===== src/rtl/fpdiv_issue_seq.sv =====
// fpdiv_issue_seq: operand-issue sequencer in front of the fpdiv divider.
// Buffers {A,B} pairs in a FIFO, issues them one at a time with a clean start
// edge, waits for DONE and presents the quotient on a valid/ready port.
// Optional build macro: FPDIV_SEQ_TIMEOUT_EN (bounded WAIT with forced result).
module fpdiv_issue_seq #(
    parameter int unsigned DEPTH          = 4,
    parameter int unsigned SETTLE_CYCLES  = 2,
    parameter int unsigned TIMEOUT_CYCLES = 64
) (
    input  logic                     CLOCK,
    input  logic                     RESET,
    input  logic                     IN_VALID,
    output logic                     IN_READY,
    input  logic [31:0]              IN_A,
    input  logic [31:0]              IN_B,
    output logic [31:0]              DIV_A,
    output logic [31:0]              DIV_B,
    output logic                     DIV_START,
    input  logic                     DIV_DONE,
    input  logic [31:0]              DIV_RESULT,
    input  logic [1:0]               DIV_EXC,
    output logic                     OUT_VALID,
    input  logic                     OUT_READY,
    output logic [31:0]              OUT_RESULT,
    output logic [1:0]               OUT_EXC,
    output logic                     OUT_TIMEOUT,
    output logic                     BUSY,
    output logic [$clog2(DEPTH):0]   LEVEL
);

    localparam int unsigned PW = $clog2(DEPTH);
    localparam int unsigned LW = PW + 1;
    localparam int unsigned SW = $clog2(SETTLE_CYCLES) + 1;

    typedef enum logic [2:0] {
        S_IDLE,
        S_LOAD,
        S_FIRE,
        S_SETTLE,
        S_WAIT,
        S_OUT
    } state_e;

    state_e           state_q;
    logic [31:0]      mem_a_q [DEPTH];
    logic [31:0]      mem_b_q [DEPTH];
    logic [PW-1:0]    wr_ptr_q;
    logic [PW-1:0]    rd_ptr_q;
    logic [LW-1:0]    level_q;
    logic [31:0]      div_a_q;
    logic [31:0]      div_b_q;
    logic             div_start_q;
    logic             out_valid_q;
    logic [31:0]      out_result_q;
    logic [1:0]       out_exc_q;
    logic             busy_q;
    logic [SW-1:0]    settle_cnt_q;
    logic             pop_c;
    logic             push_c;

    // A pop happens whenever the FSM idles with data queued; a push while
    // full is accepted only when that pop frees the slot in the same cycle.
    assign pop_c    = (state_q == S_IDLE) && (level_q != '0);
    assign IN_READY = (level_q != LW'(DEPTH)) || pop_c;
    assign push_c   = IN_VALID && IN_READY;

    assign DIV_A      = div_a_q;
    assign DIV_B      = div_b_q;
    assign DIV_START  = div_start_q;
    assign OUT_VALID  = out_valid_q;
    assign OUT_RESULT = out_result_q;
    assign OUT_EXC    = out_exc_q;
    assign BUSY       = busy_q;
    assign LEVEL      = level_q;

    // Operand FIFO storage, pointers and occupancy.
    always_ff @(posedge CLOCK or negedge RESET) begin
        if (!RESET) begin
            for (int i = 0; i < int'(DEPTH); i++) begin
                mem_a_q[i] <= '0;
                mem_b_q[i] <= '0;
            end
            wr_ptr_q <= '0;
            rd_ptr_q <= '0;
            level_q  <= '0;
        end else begin
            if (push_c) begin
                mem_a_q[wr_ptr_q] <= IN_A;
                mem_b_q[wr_ptr_q] <= IN_B;
                wr_ptr_q          <= wr_ptr_q + PW'(1);
            end
            if (pop_c) begin
                rd_ptr_q <= rd_ptr_q + PW'(1);
            end
            case ({push_c, pop_c})
                2'b10:   level_q <= level_q + LW'(1);
                2'b01:   level_q <= level_q - LW'(1);
                default: level_q <= level_q;
            endcase
        end
    end

`ifdef FPDIV_SEQ_TIMEOUT_EN
    localparam int unsigned TW = $clog2(TIMEOUT_CYCLES) + 1;
    logic [TW-1:0] wait_cnt_q;
    logic          out_timeout_q;
    assign OUT_TIMEOUT = out_timeout_q;
`else
    logic unused_timeout_cfg;
    // Timeout depth has no function in this build.
    assign unused_timeout_cfg = (TIMEOUT_CYCLES == 0);
    assign OUT_TIMEOUT        = 1'b0;
`endif

    // Issue FSM: pop, present operands, raise start, settle, wait, hand off.
    always_ff @(posedge CLOCK or negedge RESET) begin
        if (!RESET) begin
            state_q       <= S_IDLE;
            div_a_q       <= '0;
            div_b_q       <= '0;
            div_start_q   <= 1'b0;
            out_valid_q   <= 1'b0;
            out_result_q  <= '0;
            out_exc_q     <= '0;
            busy_q        <= 1'b0;
            settle_cnt_q  <= '0;
`ifdef FPDIV_SEQ_TIMEOUT_EN
            wait_cnt_q    <= '0;
            out_timeout_q <= 1'b0;
`endif
        end else begin
            case (state_q)
                S_IDLE: begin
                    if (pop_c) begin
                        div_a_q     <= mem_a_q[rd_ptr_q];
                        div_b_q     <= mem_b_q[rd_ptr_q];
                        div_start_q <= 1'b0;
                        busy_q      <= 1'b1;
                        state_q     <= S_LOAD;
                    end
                end
                S_LOAD: begin
                    div_start_q <= 1'b0;
                    state_q     <= S_FIRE;
                end
                S_FIRE: begin
                    div_start_q  <= 1'b1;
                    settle_cnt_q <= '0;
                    state_q      <= S_SETTLE;
                end
                S_SETTLE: begin
                    // DONE may still be stale from the previous divide here.
                    if (settle_cnt_q == SW'(SETTLE_CYCLES - 1)) begin
                        state_q <= S_WAIT;
`ifdef FPDIV_SEQ_TIMEOUT_EN
                        wait_cnt_q <= '0;
`endif
                    end else begin
                        settle_cnt_q <= settle_cnt_q + SW'(1);
                    end
                end
                S_WAIT: begin
                    if (DIV_DONE) begin
                        out_result_q <= DIV_RESULT;
                        out_exc_q    <= DIV_EXC;
                        out_valid_q  <= 1'b1;
                        div_start_q  <= 1'b0;
                        state_q      <= S_OUT;
                    end
`ifdef FPDIV_SEQ_TIMEOUT_EN
                    else if (wait_cnt_q == TW'(TIMEOUT_CYCLES - 1)) begin
                        out_result_q  <= 32'h7FFF_FFFF;
                        out_exc_q     <= 2'b11;
                        out_timeout_q <= 1'b1;
                        out_valid_q   <= 1'b1;
                        div_start_q   <= 1'b0;
                        state_q       <= S_OUT;
                    end else begin
                        wait_cnt_q <= wait_cnt_q + TW'(1);
                    end
`endif
                end
                S_OUT: begin
                    if (OUT_READY) begin
                        out_valid_q <= 1'b0;
                        busy_q      <= 1'b0;
                        state_q     <= S_IDLE;
`ifdef FPDIV_SEQ_TIMEOUT_EN
                        out_timeout_q <= 1'b0;
`endif
                    end
                end
                default: begin
                    state_q     <= S_IDLE;
                    div_start_q <= 1'b0;
                    out_valid_q <= 1'b0;
                    busy_q      <= 1'b0;
                end
            endcase
        end
    end

endmodule


===== config.mk =====
export PLATFORM = sky130hd
export DESIGN_NAME = fpdiv_issue_seq
export DESIGN_NICKNAME = d
export VERILOG_FILES = /design/src/rtl/fpdiv_issue_seq.sv
export SDC_FILE = /design/constraint.sdc
export NUM_CORES = 1
export LEC_CHECK = 0
export BUFFER_PORTS_ARGS = -buffer_cell sky130_fd_sc_hd__buf_2
export CAP_MARGIN = 10
export CORE_MARGIN = 2
export CORE_UTILIZATION = 40
export CTS_CLUSTER_SIZE = 16
export DETAILED_ROUTE_END_ITERATION = 10
export SLEW_MARGIN = 25
export SYNTH_ARGS = -nofsm -noshare
export SYNTH_HDL_FRONTEND = slang
export SYNTH_SLANG_ARGS = --single-unit

===== constraint.sdc =====
create_clock -name CLOCK -period 2.3 [get_ports CLOCK]
set_input_delay 0.115 -clock CLOCK [delete_from_list [all_inputs] [get_ports CLOCK]]
set_output_delay 0.115 -clock CLOCK [all_outputs]
set_load 0.01 [all_outputs]

==> PnR_summary.wiki <==
{| class="wikitable"
! Metric !! Value
|-
| Resize count post-CTS || 0
|-
| Area used by multi-input combinational logic || just under 6000 sq um
|-
| Type of the tightest min-delay check || in -> reg
|-
| Maximum cell stage delay along the critical path || between 0.3 and 0.4 ns
|-
| Switching share of total power || between 20% and 30%
|-
| Ys flop type || sky130_fd_sc_hd__dfrtp_1
|-
| Setup TNS || 0 ns
|-
| TritonCTS clock tree || done
|-
| Setup repair after global routing missed its margin || false
|-
| Buffers added on ports || 207
|-
| Starting density of the core || roughly two fifths
|-
| Number of distinct library cell variants in the gate-level netlist after synthesis || 40
|-
| Final Hold Slack || between 0.1 and 0.15 ns
|-
| Number of filler cells placed in the layout || ~3300
|-
| Run status || complete, no violations
|-
| Fraction of registers with async set or reset after synthesis || 100.0%
|-
| Final Worst Setup Slack || roughly 0.23 ns
|-
| Worst endpoint data arrival time || between 2 and 3 ns
|-
| Design area || slightly below 20000 sq um
|-
| Kind of start point of the critical path || register
|-
| Power density over the cells || 1446 nW/um^2
|-
| Power Internal || roughly 20 mW
|-
| Worst setup timing slack at the placement stage || around 0.24 ns
|-
| Crit path max fanout || 3
|-
| Final Slew Violations || 0
|-
| Post-placement cell area || between 15000 and 20000 sq um
|-
| Net Sw Power || roughly 8.4 mW
|-
| Diode count || 0
|-
| Mean instance size in the synthesized netlist || ~17 sq um
|-
| Die height || 201.5 um
|-
| Area of the die || slightly above 40000 sq um
|-
| Clock transition at the registers of the reported paths || ~0.06 ns
|-
| First-pass GRT wire length || around 56 mm
|-
| Final instance count without filler cells || roughly 1800
|-
| Post-Syn Instances || just over 900
|-
| Peak supply drop || between 0.0007 and 0.0008 V
|-
| Sequential share of the synthesized area || just under 60%
|-
| Die W || 201.5 um
|-
| Vias || around 9000
|-
| Yosys warning total || 0
|-
| Routed vias/inst || between 5 and 6
|-
| Part of the power in combinational logic || 36.4%
|-
| Post-Route Utilization || just over 50%
|-
| Required time reported for the critical path endpoint || about 2.8 ns
|-
| Total congestion overflow after global routing || 0
|-
| CTS sink cnt || around 370
|-
| I/O pin cnt || between 200 and 250
|-
| Total of max-cap violations || 0
|-
| Endpoints failing hold || 0
|-
| Share of the clock period used by the worst path || roughly nine tenths
|-
| Register area || 9241 sq um
|-
| Fin Clk Skew || approximately 0.024 ns
|-
| Vias in the first global route || between 10000 and 15000
|-
| Maximum operating frequency || just under 0.5 GHz
|-
| Maximum number of pins on one net before global-route repair || 76
|-
| Final antenna-violating net count || 0
|-
| Core Rows || 72
|-
| Drt wl/cell || 18.88 um
|-
| Detailed-route wire length || ~34 mm
|-
| Signed area change from the synthesized netlist to the final layout || 26.66%
|-
| Seq cells post-synth || between 300 and 400
|-
| Number of remaining DRC errors || 0
|-
| Static leakage || between 8 and 9 nW
|-
| Cell chosen for the clock root || sky130_fd_sc_hd__clkbuf_16
|-
| WS Path Type || reg -> reg
|-
| Worst-case headroom to the max-slew limit || 57.05%
|-
| Cell area after technology mapping || 15600 sq um
|-
| Setup crit end kind || register
|-
| Number of nets in the layout || about 1400
|-
| Clock latency of the later-clocked register in the worst-skew pair || approximately 0.56 ns
|-
| Global Route Usage Sum || between 10% and 20%
|-
| Antenna violations before repair || 1
|-
| Cell at the slowest stage of the critical path || sky130_fd_sc_hd__dfrtp_1
|-
| Cell total after placement || 1622
|-
| Worst-Margin Slew || approximately 0.64 ns
|-
| Post-layout minimum cycle time || slightly above 2 ns
|-
| Buffers from clock root to sink, at most || 3
|-
| Sequence of cells on the critical path || nor3_1, nand2_4, inv_1, ha_1, inv_1, fa_1, xor2_1, nor2_1, xor2_1
|-
| Sequential cell fraction of total power || between 40% and 50%
|-
| # H-tree levels || 2
|-
| Final HPWL DP || a little over 20 mm
|-
| Total power || between 20 and 30 mW
|-
| Post-Synthesis Net Count || 1026
|-
| Core Area || about 39000 sq um
|-
| Number of synthesized flops with an enable pin || 0
|-
| Routability congestion estimate from global placement || 0.6990
|-
| Clock network power share || 23.2%
|-
| Fraction of layout instances using a drive strength above 1 || a little over half
|-
| Setup violators final || 0
|-
| First drt pass iteration count || 4
|-
| Violation count after the first detailed-route iteration || around 320
|-
| Cts bufs inserted || 42
|}
[final timing paths]
path | start | endpoint | slack, ns | cells after the start
setup reg to reg | state_q[2]$_DFFE_PN0P_ | LEVEL[2]$_DFFE_PN0P_ | 0.23 | 9
min in group asynchronous | RESET | DIV_B[11]$_DFFE_PN0P_ | 0.17 | 2
hold reg to reg | mem_a_q[61]$_DFFE_PN0P_ | mem_a_q[61]$_DFFE_PN0P_ | 0.48 | 1
hold / removal | IN_VALID | wr_ptr_q[0]$_DFFE_PN0P_ | 0.13 | 4
setup / recovery | state_q[2]$_DFFE_PN0P_ | LEVEL[2]$_DFFE_PN0P_ | 0.23 | 9
max in group asynchronous | RESET | mem_b_q[16]$_DFFE_PN0P_ | 1.30 | 3
[cell usage after synthesis (2+ instances only)]
cell / count / area [sq um]
sky130_fd_sc_hd__o21ai_0: 4 / 20.02
sky130_fd_sc_hd__a21oi_1: 3 / 15.01
sky130_fd_sc_hd__mux2_1: 66 / 743.2
sky130_fd_sc_hd__dfrtp_1: 369 / 9234
sky130_fd_sc_hd__nor3_1: 2 / 10.01
sky130_fd_sc_hd__nand2_1: 10 / 37.54
sky130_fd_sc_hd__mux2_2: 289 / 3254
sky130_fd_sc_hd__xnor2_1: 4 / 35.03
sky130_fd_sc_hd__buf_2: 15 / 75.07
sky130_fd_sc_hd__inv_1: 10 / 37.54
sky130_fd_sc_hd__clkbuf_1: 12 / 45.04
sky130_fd_sc_hd__buf_1: 2 / 7.510
sky130_fd_sc_hd__a22o_1: 2 / 17.52
sky130_fd_sc_hd__xor2_1: 2 / 17.52
sky130_fd_sc_hd__or3_1: 2 / 12.51
sky130_fd_sc_hd__mux4_2: 64 / 1441
sky130_fd_sc_hd__nor2_1: 6 / 22.52
sky130_fd_sc_hd__a21oi_4: 4 / 65.06
sky130_fd_sc_hd__buf_6: 24 / 270.3
sky130_fd_sc_hd__ha_1: 6 / 75.07
[cells by family after synthesis]
| group | share of synthesized area, % |
|---|---|
| compound gates | 1.243 |
| xor+xnor | 0.3368 |
| mux | 34.92 |
| buf+inv | 2.838 |
| flops | 59.17 |
| simple gates | 0.8580 |
| fa+ha+maj | 0.6094 |
| other cells | 0.02403 |
[per-layer routing]
metal | vias up | track usage (%) | share of wire [%] | wire [um]
met4 | 2 | 6.197 | 2.6 | 883
met5 | - | 0 | 0.038 | 13
met1 | 4728 | 22.90 | 44 | 14950
li1 | 4042 | - | - | -
met3 | 65 | 4.163 | 5.4 | 1842
met2 | 211 | 28.60 | 48 | 16150
[final cells by class]
cell class | instances | share of cell area (%)
sequential | 369 | 46.76
clock inverter | 12 | 0.6837
inverter | 10 | 0.1899
tap | 518 | 3.279
timing repair buffer | 343 | 12.81
clock buffer | 58 | 6.248
multi-input combinational | 483 | 30.03
[worst max-delay path, delay by kind of cell (launching register included)]
kind,cells,cell delay [ns]
simple gates,3,0.60
fa+ha+maj,2,0.55
flops,1,0.39
xor+xnor,2,0.30
buf+inv,2,0.13
[placed cells by master, fill, tap and decap left out, types with 2 or more instances in the layout]
| master | instances |
|---|---|
| sky130_fd_sc_hd__dfrtp_1 | 367 |
| sky130_fd_sc_hd__mux2_2 | 289 |
| sky130_fd_sc_hd__buf_2 | 206 |
| sky130_fd_sc_hd__dlygate4sd3_1 | 101 |
| sky130_fd_sc_hd__mux2_1 | 66 |
| sky130_fd_sc_hd__mux4_2 | 64 |
| sky130_fd_sc_hd__clkbuf_16 | 45 |
| sky130_fd_sc_hd__buf_4 | 18 |
| sky130_fd_sc_hd__buf_12 | 17 |
| sky130_fd_sc_hd__inv_1 | 10 |
| sky130_fd_sc_hd__nand2_1 | 9 |
| sky130_fd_sc_hd__clkinv_2 | 9 |
| sky130_fd_sc_hd__clkbuf_1 | 7 |
| sky130_fd_sc_hd__nor2_1 | 6 |
| sky130_fd_sc_hd__ha_1 | 6 |
| sky130_fd_sc_hd__clkbuf_8 | 6 |
| sky130_fd_sc_hd__xnor2_1 | 4 |
| sky130_fd_sc_hd__o21ai_0 | 4 |
| sky130_fd_sc_hd__a21oi_4 | 4 |
| sky130_fd_sc_hd__a21oi_1 | 3 |
| sky130_fd_sc_hd__bufinv_16 | 3 |
| sky130_fd_sc_hd__nor3_1 | 2 |
| sky130_fd_sc_hd__a22o_1 | 2 |
| sky130_fd_sc_hd__xor2_1 | 2 |
| sky130_fd_sc_hd__or3_1 | 2 |
| sky130_fd_sc_hd__dfrtp_4 | 2 |
[sequential cells by signal, summed over array words and instances, names as in the netlist]
signal	flops
state_q	3
OUT_EXC	2
LEVEL	3
DIV_A	32
rd_ptr_q	2
BUSY	1
wr_ptr_q	2
mem_a_q	128
settle_cnt_q	2
OUT_RESULT	32
OUT_VALID	1
DIV_B	32
DIV_START	1
mem_b_q	128
[what timing repair did]
item / in CTS / in global routing
buffers inserted: 0 / 0
hold buffers: 101 / 0
endpoints found under the hold margin: 359 / 0
[power by group through the flow]
stage	clock (mW)	sequential, mW	combinational [mW]
global placement	0	11.5	10.3
floorplan	0	11.5	7.34
detailed placement	0	11.7	10.5
global route	7.15	12.0	11.4
finish	6.64	11.5	10.4
CTS	6.90	11.6	10.7
No activity file was read; power rests on OpenSTA's default activity.
